===== src/rtl/serial_addsub.sv =====
// Purpose : bit-serial unsigned adder/subtractor, one full-adder/subtractor cell reused LSB first.
// Latency : done pulses on the edge after the WIDTH-th RUN cycle (WIDTH+1 edges counting the start edge).
// Backpressure: none; start is only accepted in IDLE, and is ignored while busy (RUN/DONE).
//
// Ports:
//   clk, rst_n        - clock (rising edge), asynchronous active-low reset
//   start, sub, a, b  - operation request; sub=0 -> a+b, sub=1 -> a-b; all sampled with start in IDLE
//   busy              - high in RUN and DONE
//   done              - one-cycle completion pulse (the cycle spent in DONE)
//   result, cbo       - sum/difference mod 2^WIDTH and carry-out/borrow-out, held until next completion
module serial_addsub #(
    parameter int WIDTH = 8
) (
    input  logic             clk,
    input  logic             rst_n,
    input  logic             start,
    input  logic             sub,
    input  logic [WIDTH-1:0] a,
    input  logic [WIDTH-1:0] b,
    output logic             busy,
    output logic             done,
    output logic [WIDTH-1:0] result,
    output logic             cbo
);

    // Counter only needs to reach WIDTH-1; keep at least one bit for WIDTH=1.
    localparam int            CW   = (WIDTH > 1) ? $clog2(WIDTH) : 1;
    localparam logic [CW-1:0] LAST = CW'(WIDTH - 1);

    typedef enum logic [1:0] {
        IDLE = 2'd0,
        RUN  = 2'd1,
        DONE = 2'd2
    } state_t;

    state_t           state;
    state_t           state_nxt;

    logic [WIDTH-1:0] a_sh;
    logic [WIDTH-1:0] b_sh;
    logic [WIDTH-1:0] acc;
    logic             op_sub;
    logic             cb;
    logic [CW-1:0]    cnt;

    logic             bit_a;
    logic             bit_b;
    logic             bit_s;
    logic             cb_nxt;
    logic [WIDTH:0]   acc_ext;
    logic             last_bit;

    // Single bit cell: sum and difference bits are identical, only the carry/borrow differs.
    always_comb begin
        bit_a = a_sh[0];
        bit_b = b_sh[0];
        bit_s = bit_a ^ bit_b ^ cb;
        if (op_sub) begin
            cb_nxt = (~bit_a & bit_b) | (~(bit_a ^ bit_b) & cb);
        end else begin
            cb_nxt = (bit_a & bit_b) | (cb & (bit_a ^ bit_b));
        end
        // New bit enters at the MSB; the extended vector avoids a [WIDTH-1:1] slice that is empty at WIDTH=1.
        acc_ext  = {bit_s, acc};
        last_bit = (cnt == LAST);
    end

    // State register
    always_ff @(posedge clk or negedge rst_n) begin
        if (!rst_n) begin
            state <= IDLE;
        end else begin
            state <= state_nxt;
        end
    end

    // Next-state logic and status outputs
    always_comb begin
        state_nxt = state;
        busy      = 1'b0;
        done      = 1'b0;
        case (state)
            IDLE: begin
                if (start) begin
                    state_nxt = RUN;
                end
            end
            RUN: begin
                busy = 1'b1;
                if (last_bit) begin
                    state_nxt = DONE;
                end
            end
            DONE: begin
                busy      = 1'b1;
                done      = 1'b1;
                state_nxt = IDLE;
            end
            default: begin
                state_nxt = IDLE;
            end
        endcase
    end

    // Datapath: operand shifters, accumulator, carry/borrow flop, bit counter and result registers
    always_ff @(posedge clk or negedge rst_n) begin
        if (!rst_n) begin
            a_sh   <= '0;
            b_sh   <= '0;
            acc    <= '0;
            op_sub <= 1'b0;
            cb     <= 1'b0;
            cnt    <= '0;
            result <= '0;
            cbo    <= 1'b0;
        end else begin
            case (state)
                IDLE: begin
                    if (start) begin
                        a_sh   <= a;
                        b_sh   <= b;
                        op_sub <= sub;
                        acc    <= '0;
                        cb     <= 1'b0;
                        cnt    <= '0;
                    end
                end
                RUN: begin
                    a_sh <= a_sh >> 1;
                    b_sh <= b_sh >> 1;
                    acc  <= acc_ext[WIDTH:1];
                    cb   <= cb_nxt;
                    cnt  <= cnt + 1'b1;
                    // The last bit is folded in on the same edge that enters DONE.
                    if (last_bit) begin
                        result <= acc_ext[WIDTH:1];
                        cbo    <= cb_nxt;
                    end
                end
                default: begin
                end
            endcase
        end
    end

endmodule


===== config.mk =====
export PLATFORM = sky130hd
export DESIGN_NAME = serial_addsub
export DESIGN_NICKNAME = d
export VERILOG_FILES = /design/src/rtl/serial_addsub.sv
export SDC_FILE = /design/constraint.sdc
export NUM_CORES = 1
export LEC_CHECK = 0
export BUFFER_PORTS_ARGS = -buffer_cell sky130_fd_sc_hd__buf_2
export CORE_MARGIN = 2
export CORE_UTILIZATION = 40
export CTS_CLUSTER_SIZE = 28
export DETAILED_ROUTE_END_ITERATION = 12
export PLACE_DENSITY = 0.59
export SLEW_MARGIN = 20
export SYNTH_ARGS = -nofsm -noshare
export SYNTH_HDL_FRONTEND = slang
export SYNTH_SLANG_ARGS = --single-unit

===== constraint.sdc =====
create_clock -name clk -period 1.8 [get_ports clk]
set_input_delay 0.54 -clock clk [delete_from_list [all_inputs] [get_ports clk]]
set_output_delay 0.54 -clock clk [all_outputs]
set_load 0.03 [all_outputs]

Word-level counts from Yosys, hierarchy flattened
Cells that the tools add are included.

Output and inout bits: 11. Bits in read-only memories: 0. Memory bits (writable): 0. Input bits: 20. Latch bits: 0. Bits in registers: 40. Memories: 0. Logic and storage cells: 48.

Add/sub/neg operators: 1. Eq/ne operators: 5. Muxes and demuxes: 16. Div/mod/pow operators: 0. Multipliers: 0. Reduce and logical (&&, ||, !) cells: 7. Shift-type cells: 0. Bitwise gates (word level): 10. Magnitude comparators: 0.

Operators with widths (count): $pmux W8 S2 (3); $mux W8 (3); $reduce_and A2 Y1 (4); $pmux W3 S2 (1); $and A1 B1 Y1 (4); $mux W1 (4); $mux W2 (2); $ne A2 B2 Y1 const B (2); $pmux W2 S2 (1); $add A3 B1 Y3 const B (1); $eq A3 B3 Y1 const B (1); $mux W3 (1); $eq A2 B1 Y1 const B (1); $eq A2 B2 Y1 const B (1); $logic_not A2 Y1 (1); $not A1 Y1 (2); $or A1 B1 Y1 (2); $pmux W1 S2 (1); $reduce_bool A2 Y1 (1); $reduce_or A2 Y1 (1); $xor A1 B1 Y1 (2).

Logic depth before layout (Yosys ltp)
Depth in word-level cells: 6. Mapped depth: 7. Depth with buffers taken out: 5.

Least setup slack after synthesis
OpenSTA, ideal clock, no wires.

Path kind: register -> register. Start point: register state[0]. End point: register a_sh[0]. Arrival time: 1.355 ns. Buffers on the path: 2. Cell stages (with the launch flop): 8. Required time: 1.724 ns. Path slack: 0.369 ns. Cells stage by stage: dfrtp_1 inv_1 ha_1 mux2i_1 buf_4 buf_6 nand2_1 o21ai_1.

Longest elaborated chain between the ends: 3. Elaborated cells between the ends (all ways): 6.

RTL lines: from (decl) (RTL line 36) `state_t state;`; from (signal assigned) (RTL line 73) `state <= state_nxt;`; $eq A2 B1 Y1 / $logic_not A2 Y1 (equally long branches) (RTL line 117) `case (state)`; $reduce_bool A2 Y1 (no line) / $ne A2 B2 Y1 (equally long branches); $reduce_and A2 Y1 (no line); to (signal assigned) (RTL line 129) `a_sh <= a_sh >> 1;`; to (decl) (RTL line 39) `logic [WIDTH-1:0] a_sh;`.

Parallel ways exist; a longest one is shown, timed or not. A chain may end at the register's enable or synchronous reset.

Worst setup path after layout
Start point: register state[0]. End point: output port busy.

Longest elaborated chain between the ends: 3. Elaborated cells between the ends (all ways): 4.

RTL lines: $eq A2 B1 Y1 / $eq A2 B2 Y1 (equally long branches) (RTL line 82) `case (state)`; $reduce_or A2 Y1 (no line) (*); $mux W1 (*) (RTL line 82); to (decl) (RTL line 20) `output logic busy,`.

Every way passes the cells marked *; elsewhere a longest branch is shown, timed or not.

==> summary.txt <==
Synth
  – Mean area per synthesized cell: 11.8 um^2
  – Area contributors post-synth: dfrtp_1, mux2i_1, mux2_2
  – Yosys reg bits: 39
  – Gate Count Post-Synth: 147
  – Largest family of logic cells by synthesized area: multiplexers
  – Leading area contributor after synthesis: dfrtp_1
  – Sequential area share after synthesis: 0.562
  – Post-synthesis compound-gate area fraction: 0.109
  – Post-Synth XOR/XNOR Area: 0
  – Yosys warning count: 0
  – Yosys cell types: 20
  – Post-synth top area share: 0.562
  – Mux cell area share after synthesis: 0.150
  – Syn nets: 174
  – Cell Area, Synth: 1740 um^2
  – Synth Area in Simple Gates: 0.0792
  – Post-Synth Adder-Cell Area: 0.0590

STA
  – Worst-margin pin slew: 0.492 ns
  – Fmax: 0.577 GHz
  – Final TNS setup: 0 ns
  – Setup slack after layout: 0.0666 ns
  – Final-report hold violation count: 0
  – Final worst path period need: 1.73 ns
  – Final setup fails: 0
  – Fin. max-slew vios: 0
  – Worst rel slew slack: 0.672
  – Clock skew: 0.00428 ns
  – Period utilization: 0.963

Floorplanning
  – Io pins: 31
  – Total core area: 4090 um^2
  – Die area: 4890 um^2
  – Chip width: 69.9 um
  – Site row count: 23
  – Die Y: 69.9 um
  – Initial Util: 0.425

Critical path
  – CP required: 1.26 ns
  – Startpoint Class: register
  – Peak fanout along the critical path: 2
  – Critical path capture point type: primary output
  – CP Class: register to primary output
  – CP Data Arrival Time: 1.19 ns

Placed design
  – Gpl congestion: 0.655
  – Cells after DPL: 223
  – Post-DP HPWL: 2180 um
  – Place WS: 0.186 ns
  – Port bufs: 30

Global routing
  – Global route overflow: 0
  – GR Util met3: 0.0491
  – Initial antenna violation count: 0
  – Global-route usage over all layers: 0.145
  – Met2 Resource Use GR: 0.240
  – Vias in the first global route: 1239
  – Largest net degree at the start of global routing: 40
  – Routing usage on met1: 0.179
  – Global-route wire length before repair: 5590 um
  – Top Usage Layer GRT: met2

Clock tree
  – H-tree levels: 2
  – Root Buffer: clkbuf_8
  – Clk buf depth: 2
  – CTS sink cnt: 39
  – TritonCTS clock tree: built
  – Worst skew pair latency: 0.29 ns
  – # hold bufs at CTS: 0
  – Clock slew at reported path FFs: 0.08 ns
  – CTS Buf Count: 5

Finish
  – Layout net count: 209
  – Layout cells sized above 1: 0.290
  – P&R area growth vs syn: 20.8%
  – Inserted Diodes: 0
  – Non-filler cells, final: 233
  – Fin util: 0.514
  – Commonest non-fill, non-tap cells in the layout: dfrtp_1, buf_2, nand2_1
  – Most common cell after layout, fill and taps aside: dfrtp_1

Drt
  – Residual DRC count: 0
  – Vias/cell: 4.94
  – Post-DR wirelength/cell: 13.4 um
  – WL final: 3130 um
  – DRT Pass-1 Iters: 3
  – 1st-iter DRT viols: 64
  – Detail Route Antenna Nets: 0
  – Via count: 1152

Pwr
  – Total power: 0.00372 W
  – PD cells: 1770 nW/um^2
  – Leakage power: 1.08 nW
  – Worst vdd ir: 0.000781 V

Outcome
  – Status: completed

Flow run
  – Max cap viols: 0

Min path
  – Hold Path Class: primary input to async pin
synthesized netlist by cell type:
library cell,instances
a21oi_1,3
a22o_1,9
and2_1,1
buf_2,3
buf_4,3
buf_6,1
dfrtp_1,39
fa_1,2
ha_1,5
inv_1,6
mux2_2,9
mux2i_1,16
nand2_1,21
nand2_2,1
nand2b_1,2
nand3_1,2
nor2_1,3
nor2b_1,2
o21ai_0,4
o21ai_1,15
registers in the layout (all words and copies together), names as in the netlist:
signal  count
a_sh        8
acc         7
b_sh        8
cb          1
cbo         1
cnt         3
op_sub      1
result      8
state       2
where the power goes:
group	internal, W	switching [W]	leakage (nW)	total (W)
combinational	0.000630	0.000810	0.509	0.00144
sequential	0.00122	0.000209	0.510	0.00143
clock	0.000554	0.000298	0.0654	0.000852
total	0.00240	0.00132	1.08	0.00372
path summary, 6_finish.rpt:
kind / start / to / slack, ns / cells after the start
worst max-delay path: state[0]$_DFFE_PN0P_ / busy / 0.07 / 3
worst min-delay path: rst_n / result[5]$_DFFE_PN0P_ / 0.29 / 2
worst max register to register: state[0]$_DFFE_PN0P_ / acc[1]$_DFFE_PN0P_ / 0.17 / 5
worst min register to register: a_sh[1]$_DFFE_PN0P_ / a_sh[1]$_DFFE_PN0P_ / 0.49 / 2
max in group asynchronous: rst_n / result[0]$_DFFE_PN0P_ / 1.16 / 2
min in group clk: b[7] / b_sh[7]$_DFFE_PN0P_ / 0.47 / 3
final cells by class:
| cell class | instances | area [um^2] |
|---|---|---|
| Sequential cell | 39 | 976 |
| Inverter | 6 | 22.5 |
| Multi-Input combinational cell | 95 | 703 |
| Timing Repair Buffer | 35 | 203 |
| Clock buffer | 6 | 72.6 |
| Tap cell | 50 | 62.6 |
| Fill cell | 367 | 1990 |
| Clock inverter | 2 | 60.1 |
routing by layer:
metal / part of all wire / wire length (um)
met1: 0.44 / 1370
met2: 0.51 / 1600
met3: 0.047 / 148
met4: 0.0045 / 14
met5: 0 / 0
worst max-delay path, stage by stage (launching register included):
cell	delay [ns]
dfrtp_1	0.37
inv_1	0.08
ha_1	0.29
buf_4	0.17
per-stage QoR:
step / cell area [um^2] / hold WS [ns]
after floorplan: 1740 / 0.244
after global placement: 1950 / 0.467
after detailed placement: 1950 / 0.476
after CTS: 2080 / 0.310
after global routing: 2100 / 0.330
final: 2100 / 0.293
kinds of logic (layout without fill, tap and decap cells):
| family | count (synthesis) | count (layout) |
|---|---|---|
| adders and majority gates | 7 | 7 |
| muxes | 25 | 25 |
| DFF | 39 | 39 |
| AOI/OAI and AO/OA | 31 | 31 |
| and+or+nand+nor | 32 | 32 |
| buffers and inverters | 13 | 49 |
timing repair:
item | CTS | global route
setup buffers | 0 | 2
endpoints found under the setup margin | 0 | 1
gates resized for setup | 0 | 2
Power figures use the tool's default switching activity.
